==> config.mk <==
export PLATFORM = sky130hd
export DESIGN_NAME = regfile_port_arbiter
export DESIGN_NICKNAME = d
export VERILOG_FILES = /design/src/rtl/regfile_port_arbiter.sv
export SDC_FILE = /design/constraint.sdc
export NUM_CORES = 1
export LEC_CHECK = 0
export BUFFER_PORTS_ARGS = -buffer_cell sky130_fd_sc_hd__buf_4
export CAP_MARGIN = 20
export CORE_MARGIN = 2
export CORE_UTILIZATION = 28
export CTS_BUF_LIST = sky130_fd_sc_hd__clkbuf_16
export DETAILED_ROUTE_END_ITERATION = 12
export PLACE_DENSITY = 0.81
export SYNTH_ARGS = -nofsm -noshare
export SYNTH_HDL_FRONTEND = slang
export SYNTH_SLANG_ARGS = --single-unit
export TNS_END_PERCENT = 1
==> constraint.sdc <==
create_clock -name clk_i -period 2.25 [get_ports clk_i]
set_input_delay 0.45 -clock clk_i [delete_from_list [all_inputs] [get_ports clk_i]]
set_output_delay 0.45 -clock clk_i [all_outputs]
set_load 0.02 [all_outputs]
==> src/rtl/regfile_port_arbiter.sv <==
// Round-robin read/write port arbiter sharing a 2R/1W register file between two requesters.
// Optional same-cycle write-to-read bypass is compiled in with `define REGFILE_ARB_BYPASS_EN.
module regfile_port_arbiter #(
  parameter int ADDR_W   = 4,
  parameter int DATA_W   = 16,
  parameter int LOCK_MAX = 8
) (
  input  logic                clk_i,
  input  logic                reset_n_i,
  input  logic [1:0]          rd_req_i,
  input  logic [1:0]          rd_lock_i,
  input  logic [2*ADDR_W-1:0] rd_addr1_i,
  input  logic [2*ADDR_W-1:0] rd_addr2_i,
  output logic [1:0]          rd_gnt_o,
  output logic [1:0]          rsp_v_o,
  output logic [DATA_W-1:0]   rsp_data1_o,
  output logic [DATA_W-1:0]   rsp_data2_o,
  input  logic [1:0]          wr_req_i,
  input  logic [2*ADDR_W-1:0] wr_addr_i,
  input  logic [2*DATA_W-1:0] wr_data_i,
  output logic [1:0]          wr_gnt_o,
  output logic                rf_rd_en_o,
  output logic [ADDR_W-1:0]   rf_rd_addr1_o,
  output logic [ADDR_W-1:0]   rf_rd_addr2_o,
  input  logic [DATA_W-1:0]   rf_rd_data1_i,
  input  logic [DATA_W-1:0]   rf_rd_data2_i,
  output logic                rf_wr_en_o,
  output logic [ADDR_W-1:0]   rf_wr_addr_o,
  output logic [DATA_W-1:0]   rf_wr_data_o
);

  localparam logic [3:0] LOCK_MAX_C = 4'(LOCK_MAX);

  logic       rd_ptr_q, rd_ptr_d;
  logic       wr_ptr_q, wr_ptr_d;
  logic [3:0] lock_cnt_q, lock_cnt_d;
  logic [1:0] rsp_v_q, rsp_v_d;

  logic rd_any, rd_locked, rd_win, lock_owner;
  logic wr_any, wr_win;

  always_comb begin
    rd_any     = reset_n_i && (|rd_req_i);
    lock_owner = ~rd_ptr_q;
    // The pointer always names the requester that did not win last, so the
    // lock owner is its complement while the counter is live.
    rd_locked  = (lock_cnt_q != '0) && (lock_cnt_q < LOCK_MAX_C) && rd_req_i[lock_owner];
    rd_win     = rd_locked ? lock_owner : ((&rd_req_i) ? rd_ptr_q : rd_req_i[1]);

    wr_any     = reset_n_i && (|wr_req_i);
    wr_win     = (&wr_req_i) ? wr_ptr_q : wr_req_i[1];

    rd_gnt_o      = '0;
    rf_rd_en_o    = 1'b0;
    rf_rd_addr1_o = '0;
    rf_rd_addr2_o = '0;
    rd_ptr_d      = rd_ptr_q;
    lock_cnt_d    = '0;
    if (rd_any) begin
      rd_gnt_o[rd_win] = 1'b1;
      rf_rd_en_o       = 1'b1;
      rf_rd_addr1_o    = rd_win ? rd_addr1_i[2*ADDR_W-1:ADDR_W] : rd_addr1_i[ADDR_W-1:0];
      rf_rd_addr2_o    = rd_win ? rd_addr2_i[2*ADDR_W-1:ADDR_W] : rd_addr2_i[ADDR_W-1:0];
      rd_ptr_d         = ~rd_win;
      if (rd_lock_i[rd_win])
        lock_cnt_d = rd_locked ? lock_cnt_q + 4'd1 : 4'd1;
    end

    wr_gnt_o     = '0;
    rf_wr_en_o   = 1'b0;
    rf_wr_addr_o = '0;
    rf_wr_data_o = '0;
    wr_ptr_d     = wr_ptr_q;
    if (wr_any) begin
      wr_gnt_o[wr_win] = 1'b1;
      rf_wr_en_o       = 1'b1;
      rf_wr_addr_o     = wr_win ? wr_addr_i[2*ADDR_W-1:ADDR_W] : wr_addr_i[ADDR_W-1:0];
      rf_wr_data_o     = wr_win ? wr_data_i[2*DATA_W-1:DATA_W] : wr_data_i[DATA_W-1:0];
      wr_ptr_d         = ~wr_win;
    end

    rsp_v_d = rd_gnt_o;
  end

  always_ff @(posedge clk_i) begin
    if (!reset_n_i) begin
      rd_ptr_q   <= 1'b0;
      wr_ptr_q   <= 1'b0;
      lock_cnt_q <= '0;
      rsp_v_q    <= '0;
    end else begin
      rd_ptr_q   <= rd_ptr_d;
      wr_ptr_q   <= wr_ptr_d;
      lock_cnt_q <= lock_cnt_d;
      rsp_v_q    <= rsp_v_d;
    end
  end

`ifdef REGFILE_ARB_BYPASS_EN
  logic              byp1_q, byp1_d;
  logic              byp2_q, byp2_d;
  logic [DATA_W-1:0] byp_data_q, byp_data_d;

  always_comb begin
    byp1_d     = rd_any && wr_any && (rf_wr_addr_o == rf_rd_addr1_o);
    byp2_d     = rd_any && wr_any && (rf_wr_addr_o == rf_rd_addr2_o);
    byp_data_d = rf_wr_data_o;
  end

  always_ff @(posedge clk_i) begin
    if (!reset_n_i) begin
      byp1_q     <= 1'b0;
      byp2_q     <= 1'b0;
      byp_data_q <= '0;
    end else begin
      byp1_q     <= byp1_d;
      byp2_q     <= byp2_d;
      byp_data_q <= byp_data_d;
    end
  end
`endif

  // Responses are masked while reset is low so an in-flight read never surfaces.
  always_comb begin
    rsp_v_o     = reset_n_i ? rsp_v_q : '0;
    rsp_data1_o = '0;
    rsp_data2_o = '0;
    if (rsp_v_o != '0) begin
`ifdef REGFILE_ARB_BYPASS_EN
      rsp_data1_o = byp1_q ? byp_data_q : rf_rd_data1_i;
      rsp_data2_o = byp2_q ? byp_data_q : rf_rd_data2_i;
`else
      rsp_data1_o = rf_rd_data1_i;
      rsp_data2_o = rf_rd_data2_i;
`endif
    end
  end

endmodule

Word level (Yosys, flattened, before mapping):

Index checks and enable logic that the tools add are counted.

* muxes and demuxes: 27
* magnitude comparators: 6
* bitwise gates (word level): 3
* reductions and logical operators: 14
* add/sub/neg operators: 1

Operators with widths (count)
* 2-to-1 mux 16 bit: 4
* 2-to-1 mux 4 bit: 6
* 2-to-1 mux 1 bit: 12
* logical AND 1 bit: 6
* less-than comparator 1 x 2 -> 1 bit (second input constant): 3
* 2-to-1 mux 2 bit: 3
* adder 4 x 1 -> 4 bit (second input constant): 1
* less-than comparator 4 bit (second input constant): 1
* AND reduction 2 bit: 2
* AND reduction 4 bit: 1
* nonzero test 4 bit: 1
* OR reduction 2 bit: 2
* NOT 1 bit: 3
* AND reduction 3 bit: 1
* demux 1 bit (select 1 bit): 2
* >= comparator 1 bit (second input constant): 2
* nonzero test 2 bit: 1

* bits of input ports: 96
* word-level logic and storage cells: 56
* output and inout bits: 68
* register bits: 8

Longest topological paths before layout:

Gate-level depths: netlist of run 1.

* depth in word-level cells: 10
* depth in mapped cells: 7
* mapped depth without buffers: 6

Least setup slack after synthesis of run 1:

No wires, ideal clock.

* path kind: register to output
* start point: register lock_cnt_q[0]
* end point: output port rf_rd_addr1_o[0]
* arrival time: 1.783 ns
* path slack: 0.017 ns
* data required time: 1.800 ns
* stages on the path, launching flop included: 8
* path buffers: 1
* cell sequence: dfxtp_1 inv_1 ha_1 nor2b_1 or3_4 nand3_1 buf_6 mux2i_1

* word-level cells in the longest chain between the ends: 6

Ends and longest elaborated chain
* from (decl): line 36 `logic [3:0] lock_cnt_q, lock_cnt_d;`
* from (signal assigned): line 94 `lock_cnt_q <= lock_cnt_d;`
* less-than comparator 4 bit or nonzero test 4 bit (tied branches): line 47 `rd_locked = (lock_cnt_q != '0) && (lock_cnt_q < LOCK_MAX_C) && rd_req_i[lock_owner];`
* logical AND 1 bit * (2 in a row): line 47
* 2-to-1 mux 1 bit *: line 48 `rd_win = rd_locked ? lock_owner : ((&rd_req_i) ? rd_ptr_q : rd_req_i[1]);`
* 2-to-1 mux 4 bit *: line 62 `rf_rd_addr1_o = rd_win ? rd_addr1_i[2*ADDR_W-1:ADDR_W] : rd_addr1_i[ADDR_W-1:0];`
* 2-to-1 mux 4 bit *: line 59 `if (rd_any) begin`
* to (decl): line 23 `output logic [ADDR_W-1:0] rf_rd_addr1_o,`

Every way passes the cells marked *; elsewhere a longest branch is shown, timed or not.

Worst setup path after layout of run 1:

* start point: register lock_cnt_q[1]
* end point: output port rf_rd_addr1_o[0]

The elaborated chain is that of the path after synthesis.

==> reports/qor.txt, run 1 <==
Met3 wire len - 419 µm
Synth area leaders - and2_1 21%, a22o_1 18%, dfxtp_1 16%, mux2i_1 9.1%, nand2_1 7.2%
Async set-reset flop share out of synthesis - 0%
Sw Pwr - 296 µW
RSZ-0062 raised after global routing - true
Placed instance count - 343
Least-Margin Pin Slew - 433 ps
P&R area growth vs syn - 148%
Pwr dens - 388 nW/µm²
Placed wire-length estimate - 4000 µm
FP Rows - 21
Footprint of the multi-input gates - 802 µm²
Clock sink total - 8
Crit Path Class - reg2out
Vias in the first global route - 1524
Fin Clk Skew - 0.531 ps
Switch share - 31.1%
Synth warn - 0
Number of detailed-routing iterations run before antenna repair - 4
Final Hold Viols - 0
Htree depth - 1
Netlist Area Pre-Place - 990 µm²
Worst path required time - 1800 ps
DR vias/cell - 4.63
Combinational share of power - 52.8%
Chip width - 63.5 µm
CTS tree - yes
FF-to-FF path depth - 7
Status - complete, but fails checks
Internal Power - 655 µW
DR DRC count - 0
Failing checks - negative setup slack
First-pass GRT wire length - 7640 µm
Post-synthesis sequential area ratio - 16.2%
Sequential Power Share - 16.4%
Core area - 3360 µm²
CTS Buf Count - 3
Total Power - 950 µW
Post-route met1 wirelength - 1810 µm
IR drop worst, VDD - 0.000382 V
Synth top area share - 21.5%
Global Route Usage Sum - 23.9%
WL/cell - 14.1 µm
Final Hold Slack - 489 ps
Hold path cells - 2
Cell taking the most area after synthesis - and2_1
Hold Crit Class - reg2reg
Initial antenna violation count - 0
Die span in y - 63.5 µm
Maximum clock rate - 0.439 GHz
Share of cells above drive strength 1 - 61.5%
Total Wirelength - 4920 µm
Minimum clock period - 2280 ps
Layout fillers - 270
CP endpoint kind - primary output
Count leader, synth - and2_1
Clock latency on the worst-skew pair - 230 ps
Cells after synthesis - 137
Synth Register Bits - 8
EDFF count, synth - 0
Starting Density - 29.4%
Top cells by count, synth - 34 x and2_1, 20 x a22o_1, 19 x nand2_1
Setup violations, final - 3
Register area - 163 µm²
Met2 WL - 2560 µm
Grt total ovfl - 0
Via count - 1622
Design Area, Final - 2450 µm²
Antenna Cells - 0
Slew Limit Fails - 0
Average cell area after synthesis - 7.22 µm²
Hold_buf cts - 0
Clock slew at reported path FFs - 40 ps
Net count, final - 404
GPL Wtd Cong - 0.813
Final ANT Viol Nets - 0
I/O pin total - 164
Leak - 1.36 nW
Clk pwr share - 30.8%
DR top layer - met4
Die area - 4030 µm²
Largest net degree at the start of global routing - 33
Worst Path Arrival - 1830 ps
Netlist cell types - 28
Iter 0 DRT Violations - 62
Port Buffers - 163
Top_reg_cell synth - dfxtp_1
Final design utilization - 72.9%
Placed instance area - 2290 µm²
Clock Path Buffers - 2
Fin crit share - 101%
Post-Syn Nets - 235
Startpoint types - flop
Number of max-cap violations - 0
Post-Layout Cell Count - 350
Slew margin rel. - 70.9%
Pre-CTS setup slack - -30.0 ps
Critical Path Fanout Max - 5
Final setup margin - -30.5 ps
Setup TNS Final - -62.1 ps
CTS root buf - clkbuf_16
==> critical path, stage by stage (launching register included) <==
cell and delay [ps]:
dfxtp_2 320, inv_2 40, ha_4 140, nor2b_4 120
or3_4 350, nand3_4 110, buf_12 130, mux2i_2 210
buf_4 170
==> power groups by stage <==
stage	Sequential, mW	Clock (mW)	Combinational [mW]
finish	0.156	0.293	0.501
global route	0.156	0.308	0.533
CTS	0.155	0.298	0.500
detailed placement	0.157	0	0.479
global placement	0.157	0	0.474
floorplan	0.156	0	0.215
==> layer usage <==
layer	track usage [%]	vias to the layer above
met5	0	-
met1	27.2	705
met4	9.24	0
met3	6.79	12
li1	-	814
met2	41.8	91
==> cell usage in the layout (no fill, tap or decap), types with 3 or more instances in the layout <==
cell type	n
inv_2	3
buf_4	172
a22o_1	20
mux2i_1	8
clkbuf_16	3
nand3_1	3
and2_1	34
dfxtp_1	6
a21oi_1	5
nand2_1	19
==> state kept, by name, summed over array words and instances (netlist names) <==
name and count:
wr_ptr_q 1, rd_ptr_q 1, rsp_v_q 2, lock_cnt_q 4
==> cell type report <==
cell class,instances,share of cell area [%]
inverter,4,0.613
clock buffer,3,3.06
timing repair buffer,174,54.6
sequential,8,6.64
tap,46,2.35
multi-input combinational,115,32.7
==> worst paths after layout <==
kind              slack [ps]                        to                     start
setup / recovery         -30          rf_rd_addr1_o[0]  lock_cnt_q[1]$_SDFF_PN0_
hold / removal           490     wr_ptr_q$_SDFFE_PN0P_     wr_ptr_q$_SDFFE_PN0P_
setup reg to reg         620  lock_cnt_q[2]$_SDFF_PN0_  lock_cnt_q[1]$_SDFF_PN0_
hold reg to reg          490     wr_ptr_q$_SDFFE_PN0P_     wr_ptr_q$_SDFFE_PN0P_
==> logic make-up after synthesis <==
kind of cell | Yosys count | synth area share [%]
XOR/XNOR | 1 | 0.885
AO/OA/AOI/OAI | 35 | 27.3
AND/OR/NAND/NOR | 68 | 37.5
adder cells (fa/ha/maj) | 2 | 2.53
buffers and inverters | 14 | 6.45
multiplexers | 9 | 9.10
flip-flops | 8 | 16.2
==> what timing repair did <==
action,CTS,global route
endpoints found under the hold margin,0,0
cloned,1,0
setup buffers,3,0
endpoints found under the setup margin,9,9
gates resized for setup,10,2
pin swaps,3,0
No activity file was read; power rests on OpenSTA's default activity.
==> run 2: changes to the inputs <==
==> constraint.sdc (replaced) <==
create_clock -name clk_i -period 2.5 [get_ports clk_i]
set_input_delay 0.5 -clock clk_i [delete_from_list [all_inputs] [get_ports clk_i]]
set_output_delay 0.5 -clock clk_i [all_outputs]
set_load 0.02 [all_outputs]
==> run 2 against run 1 <==
The run now ends clean; count of clock-buffer cells in the layout stayed put; via count is 1.5% lower; non-clock buffer count is 2 lower; wire length is 1.7% higher; first-iteration DRC count is 6.5% lower; flip-flop and latch count stayed put; setup slack better by 100 ps; critical path type unchanged; critical endpoint is now rf_rd_addr1_o[1].
==> reports/qor.txt, run 2 (same netlist as run 1, synthesis figures left out) <==
Clock Path Buffers - 2 (unchanged)
DR DRC count - 0 (unchanged)
Global Route Usage Sum - 23.3% (-0.63 points)
Final setup margin - 69.1 ps (+99.5 ps)
Setup TNS Final - 0 ps (+62.1 ps)
RSZ-0062 raised after global routing - false
Fin Clk Skew - 2.37 ps (+1.84 ps)
Crit Path Class - reg2out
Total Wirelength - 5010 µm (+1.7%)
Htree depth - 1 (unchanged)
Starting Density - 29.4% (unchanged)
Final ANT Viol Nets - 0 (unchanged)
Grt total ovfl - 0 (unchanged)
Design Area, Final - 2420 µm² (-1.3%)
Share of cells above drive strength 1 - 59.9% (-1.6 points)
Placed instance count - 343 (unchanged)
CTS tree - yes
Placed instance area - 2290 µm² (unchanged)
WL/cell - 14.4 µm (+2.3%)
Slew margin rel. - 73.7% (+2.8 points)
First-pass GRT wire length - 7430 µm (-2.7%)
FP Rows - 21 (unchanged)
Placed wire-length estimate - 4110 µm (+2.6%)
Antenna Cells - 0 (unchanged)
Post-Layout Cell Count - 348 (-0.57%)
Clock latency on the worst-skew pair - 230 ps (about the same)
Chip width - 63.5 µm (unchanged)
Slew Limit Fails - 0 (unchanged)
IR drop worst, VDD - 0.000358 V (-6.3%)
Least-Margin Pin Slew - 391 ps (-42.1 ps)
Clock slew at reported path FFs - 40 ps (about the same)
Iter 0 DRT Violations - 58 (-6.5%)
Die span in y - 63.5 µm (unchanged)
DR vias/cell - 4.59 (-0.98%)
Clock sink total - 8 (unchanged)
Worst Path Arrival - 1930 ps (+100 ps)
P&R area growth vs syn - 144%
Final Hold Slack - 499 ps (+10.2 ps)
Reg with most FFs - lock_cnt_q
Pwr dens - 352 nW/µm² (-9.1%)
Number of detailed-routing iterations run before antenna repair - 4 (unchanged)
Die area - 4030 µm² (unchanged)
Hold Crit Class - reg2reg
Largest regs - lock_cnt_q: 4 flops, rsp_v_q: 2 flops
Fin crit share - 97.2%
Maximum clock rate - 0.411 GHz
Top delay family on crit path - simple AND/OR/NAND/NOR gates
Status - finished clean
Max reg flops - 4 (unchanged)
Total Power - 852 µW (-10%)
Final Hold Viols - 0 (unchanged)
Via count - 1597 (-1.5%)
Startpoint types - flop
Leak - 1.35 nW (-0.76%)
Commonest non-fill, non-tap cell in the layout - buf_4
Initial antenna violation count - 0 (unchanged)
CP max stage cell - or3_4
Max incr delay on CP - 390 ps (+40 ps)
CTS Buf Count - 3 (unchanged)
Critical Path Fanout Max - 5 (unchanged)
Number of max-cap violations - 0 (unchanged)
CTS root buf - clkbuf_16
CP endpoint kind - primary output
Setup violations, final - 0 (-3)
Net count, final - 402 (-0.50%)
GPL Wtd Cong - 0.854 (+5.0%)
Final design utilization - 71.9% (-0.97 points)
Worst Path Buf+Inv - 3 (unchanged)
Pre-CTS setup slack - 144 ps (+174 ps)
Port Buffers - 163 (unchanged)
Largest net degree at the start of global routing - 33 (unchanged)
Core area - 3360 µm² (unchanged)
I/O pin total - 164 (unchanged)
Hold_buf cts - 0 (unchanged)
CP cell instances - inv_1 -> ha_2 -> nor2b_4 -> or3_4 -> nand3_4 -> clkbuf_16 -> mux2i_1 -> buf_4
Most frequent cells in the layout - 170 x buf_4, 34 x and2_1, 20 x a22o_1, 19 x nand2_1, 9 x mux2i_1
Minimum clock period - 2430 ps
Vias in the first global route - 1505 (-1.2%)
Worst path required time - 2000 ps (+200 ps)
[run 2: worst paths after layout]
kind                                  from                        to  slack (ps)  cells past startpoint
setup / recovery  lock_cnt_q[0]$_SDFF_PN0_          rf_rd_addr1_o[1]          70                      8
hold / removal       wr_ptr_q$_SDFFE_PN0P_     wr_ptr_q$_SDFFE_PN0P_         500                      2
hold reg to reg      wr_ptr_q$_SDFFE_PN0P_     wr_ptr_q$_SDFFE_PN0P_         500                      2
setup reg to reg  lock_cnt_q[0]$_SDFF_PN0_  lock_cnt_q[2]$_SDFF_PN0_         740                      7
[run 2: final cells by class]
type	count	area, µm²
Inverter	4	15.0
Tap cell	46	57.6
Timing Repair Buffer	172	1320
Fill cell	295	945
Multi-Input combinational cell	115	788
Clock buffer	3	75.1
Sequential cell	8	161
[run 2: tightest hold or removal path: cells and delay by family (launching register included)]
kind / cells / cell delay, ps
flip-flops: 1 / 310
AND/OR/NAND/NOR: 1 / 60
AO/OA/AOI/OAI: 1 / 70
[run 2: what timing repair did]
item	in CTS	in global routing
pin swaps	1	2
gates resized for setup	2	4
gates cloned	0	1
setup endpoints to repair	8	8
buffers inserted	0	1
[run 2: where the power goes]
part / switching, mW / internal [mW]
clock network: 0.0621 / 0.206
registers: 0.00526 / 0.135
logic: 0.200 / 0.244
total: 0.267 / 0.585
[run 2: per-layer routing]
| metal | global-route usage (%) | part of all wire (%) | routed length, µm | up-vias |
|---|---|---|---|---|
| met2 | 42.8 | 52 | 2610 | 85 |
| met4 | 7.61 | 2.8 | 139 | 0 |
| met5 | 0 | 0 | 0 | - |
| li1 | - | - | - | 809 |
| met3 | 7.14 | 8.2 | 411 | 12 |
| met1 | 25.0 | 37 | 1850 | 691 |
==> run 3: changes to the inputs <==
--- a/config.mk
+++ b/config.mk
@@ -5,6 +5,7 @@
 export SDC_FILE = /design/constraint.sdc
 export NUM_CORES = 1
 export LEC_CHECK = 0
+export ABC_AREA = 1
 export BUFFER_PORTS_ARGS = -buffer_cell sky130_fd_sc_hd__buf_4
 export CAP_MARGIN = 20
 export CORE_MARGIN = 2
==> run 3 against run 2 <==
Clock skew barely moved; setup slack improved by 180 ps; die area rose by 1.2%; core utilization fell by 2.8 points; design area fell by 3.1%; combinational power fell by 3%; synthesized area rose by 1.3%; first-iteration DRC count fell by 10%; via count rose by 2.9%; hold slack got worse by 33 ps; power fell by 2.0%; count of clock-buffer cells in the layout did not move; critical endpoint is now rf_rd_addr1_o[0].
==> reports/qor.txt, run 3 <==
CTS resizes - 0 (-2)
Via count - 1643 (+2.9%)
Pwr dens - 356 nW/µm² (+1.1%)
Clock slew at reported path FFs - 40 ps (about the same)
Slew Limit Fails - 0 (unchanged)
Setup Fix Bufs, Post-CTS - 0 (unchanged)
Largest regs - lock_cnt_q: 4 flops, rsp_v_q: 2 flops
Switch share - 32.8% (+1.4 points)
Top cells by count, synth - 51 x inv_1, 39 x nor2_1, 34 x nand2_1
Vias in the first global route - 1539 (+2.3%)
Final Hold Viols - 0 (unchanged)
Minimum clock period - 2250 ps (-178 ps)
P&R area growth vs syn - 134%
Share of cells above drive strength 1 - 51.6% (-8.3 points)
I/O pin total - 164 (unchanged)
Fin Clk Skew - 2.44 ps (+0.0733 ps)
EDFF count, synth - 0 (unchanged)
Commonest non-fill, non-tap cell in the layout - buf_4
Final setup margin - 247 ps (+178 ps)
IR drop worst, VDD - 0.000405 V (+13%)
First-pass GRT wire length - 6910 µm (-7.0%)
Largest net degree at the start of global routing - 33 (unchanged)
Placed wire-length estimate - 3740 µm (-8.9%)
R2R Path Start - lock_cnt_q[0]$_SDFF_PN0_
Reg with most FFs - lock_cnt_q
Async set-reset flop share out of synthesis - 0% (unchanged)
Htree depth - 1 (unchanged)
Worst path required time - 2000 ps (about the same)
Final design utilization - 69.1% (-2.8 points)
Pre-CTS setup slack - 483 ps (+339 ps)
Final ANT Viol Nets - 0 (unchanged)
Internal Power - 561 µW (-4.0%)
CP max stage cell - dfxtp_1
Clock Path Buffers - 2 (unchanged)
Clock latency on the worst-skew pair - 230 ps (about the same)
Max incr delay on CP - 370 ps (-20 ps)
Port Buffers - 163 (unchanged)
Cell taking the most area after synthesis - inv_1
Count leader, synth - inv_1
Max reg flops - 4 (unchanged)
Number of max-cap violations - 0 (unchanged)
Met2 WL - 2330 µm (-11%)
CTS tree - yes
Average cell area after synthesis - 5.54 µm² (-23%)
CTS root buf - clkbuf_16
Number of detailed-routing iterations run before antenna repair - 4 (unchanged)
Fin crit share - 90.1% (-7.1 points)
Core area - 3390 µm² (+0.78%)
Die span in y - 63.8 µm (+0.59%)
Crit Path Class - reg2out
Hold path cells - 2 (unchanged)
Worst flop-to-flop path endpoint - lock_cnt_q[2]$_SDFF_PN0_
Clk pwr share - 31.5% (about the same)
Initial antenna violation count - 0 (unchanged)
Synth warn - 0 (unchanged)
Netlist Area Pre-Place - 1000 µm² (+1.3%)
Starting Density - 29.6% (+0.14 points)
Critical hold path startpoint - wr_ptr_q$_SDFFE_PN0P_
R2r setup slk - 1070 ps (+330 ps)
Status - finished clean
Post-route met1 wirelength - 1460 µm (-21%)
Chip width - 63.8 µm (+0.59%)
CP cell instances - inv_1 -> ha_1 -> nand2_1 -> nand2_1 -> nand2_1 -> nand3_2 -> nor2_4 -> nand2_1 -> nand2_1 -> buf_4
Synth area leaders - inv_1 19%, a22o_1 17%, dfxtp_1 16%, nor2_1 15%, nand2_1 13%
Hold Crit Endpoint - wr_ptr_q$_SDFFE_PN0P_
DR top layer - met4
Sw Pwr - 274 µW (+2.4%)
Placed instance count - 386 (+13%)
FP Rows - 21 (unchanged)
GPL Wtd Cong - 0.769 (-10%)
Critical Path Fanout Max - 10 (+5)
Combinational share of power - 51.7% (-0.3 points)
Clock sink total - 8 (unchanged)
Die area - 4070 µm² (+1.2%)
Post-synthesis sequential area ratio - 16.0% (-0.20 points)
Worst Path Buf+Inv - 2 (-1)
Placed instance area - 2270 µm² (-0.82%)
Total Power - 835 µW (-2.0%)
Sequential Power Share - 16.8% (+0.3 points)
CTS Buf Count - 3 (unchanged)
Synth top area share - 19.1% (-2.4 points)
Least-Margin Pin Slew - 291 ps (-100 ps)
Iter 0 DRT Violations - 52 (-10%)
DR vias/cell - 4.22 (-8.0%)
DR DRC count - 0 (unchanged)
Cells after synthesis - 181 (+32%)
Maximum clock rate - 0.444 GHz (+7.9%)
CP most frequent cell - nand2_1
Antenna Cells - 0 (unchanged)
Grt total ovfl - 0 (unchanged)
WL/cell - 11.4 µm (-21%)
Met3 wire len - 610 µm (+48%)
Post-Layout Cell Count - 389 (+12%)
Worst Path Arrival - 1750 ps (-180 ps)
RSZ-0062 raised after global routing - false
Leak - 1.50 nW (+12%)
Net count, final - 443 (+10%)
Slew margin rel. - 80.6% (+6.9 points)
Global Route Usage Sum - 20.7% (-2.5 points)
Setup TNS Final - 0 ps (unchanged)
Hold_buf cts - 0 (unchanged)
Design Area, Final - 2340 µm² (-3.1%)
Top delay family on crit path - simple AND/OR/NAND/NOR gates
Post-Syn Nets - 279 (+19%)
Hold Crit Class - reg2reg
Total Wirelength - 4440 µm (-11%)
FF-to-FF path depth - 9 (+2)
Setup violations, final - 0 (unchanged)
Startpoint types - flop
Top_reg_cell synth - dfxtp_1
CP endpoint kind - primary output
Final Hold Slack - 466 ps (-32.9 ps)
Synth Register Bits - 8 (unchanged)
Most frequent cells in the layout - 166 x buf_4, 51 x inv_1, 38 x nor2_1, 34 x nand2_1, 20 x a22o_1
Netlist cell types - 20 (-29%)
run 3: cell types whose count changed after synthesis, moves of 6 or more:
cell      change
mux2i_1       -9
clkbuf_1      -6
nor2_1       +37
and2_1       -34
nand2_1      +15
inv_1        +48
run 3: worst max path at each step:
stage / end / slack [ps] / depth (start not counted) / startpoint
after floorplan: rf_rd_addr1_o[0] / 580 / 6 / rd_req_i[0]
after global placement: rf_wr_data_o[13] / 490 / 8 / wr_req_i[0]
after detailed placement: rf_wr_data_o[13] / 480 / 8 / wr_req_i[0]
after CTS: rf_rd_addr1_o[0] / 210 / 10 / lock_cnt_q[0]$_SDFF_PN0_
after global routing: rf_rd_addr2_o[3] / 90 / 10 / lock_cnt_q[0]$_SDFF_PN0_
final: rf_rd_addr1_o[0] / 250 / 10 / lock_cnt_q[0]$_SDFF_PN0_
run 3: routing by layer:
layer	GRT usage [%]	vias to the layer above
li1	-	868
met1	19.7	677
met2	40.0	92
met3	9.68	6
met4	4.35	0
met5	0	-
run 3: worst min-delay path: stages, from the launching register on:
cell,delay [ps]
dfxtp_1,290
inv_1,60
a211oi_1,60
run 3: cells by family after synthesis:
group | share of synthesized area, %
AO/OA/AOI/OAI | 22.7
adder cells (fa/ha/maj) | 2.50
buffers and inverters | 24.2
XOR/XNOR | 1.75
flip-flops | 16.0
AND/OR/NAND/NOR | 32.8
run 3: area by class of cell:
class | instances | area (µm²)
Fill cell | 298 | 1050
Tap cell | 46 | 57.6
Timing Repair Buffer | 166 | 1250
Sequential cell | 8 | 160
Multi-Input combinational cell | 112 | 602
Inverter | 54 | 203
Clock buffer | 3 | 75.1
run 3: power groups by stage:
stage | clock network (mW) | logic (mW) | registers [mW]
after global routing | 0.274 | 0.468 | 0.141
final | 0.263 | 0.432 | 0.140
after CTS | 0.264 | 0.436 | 0.140
after detailed placement | 0 | 0.433 | 0.141
after global placement | 0 | 0.430 | 0.141
after floorplan | 0 | 0.201 | 0.140
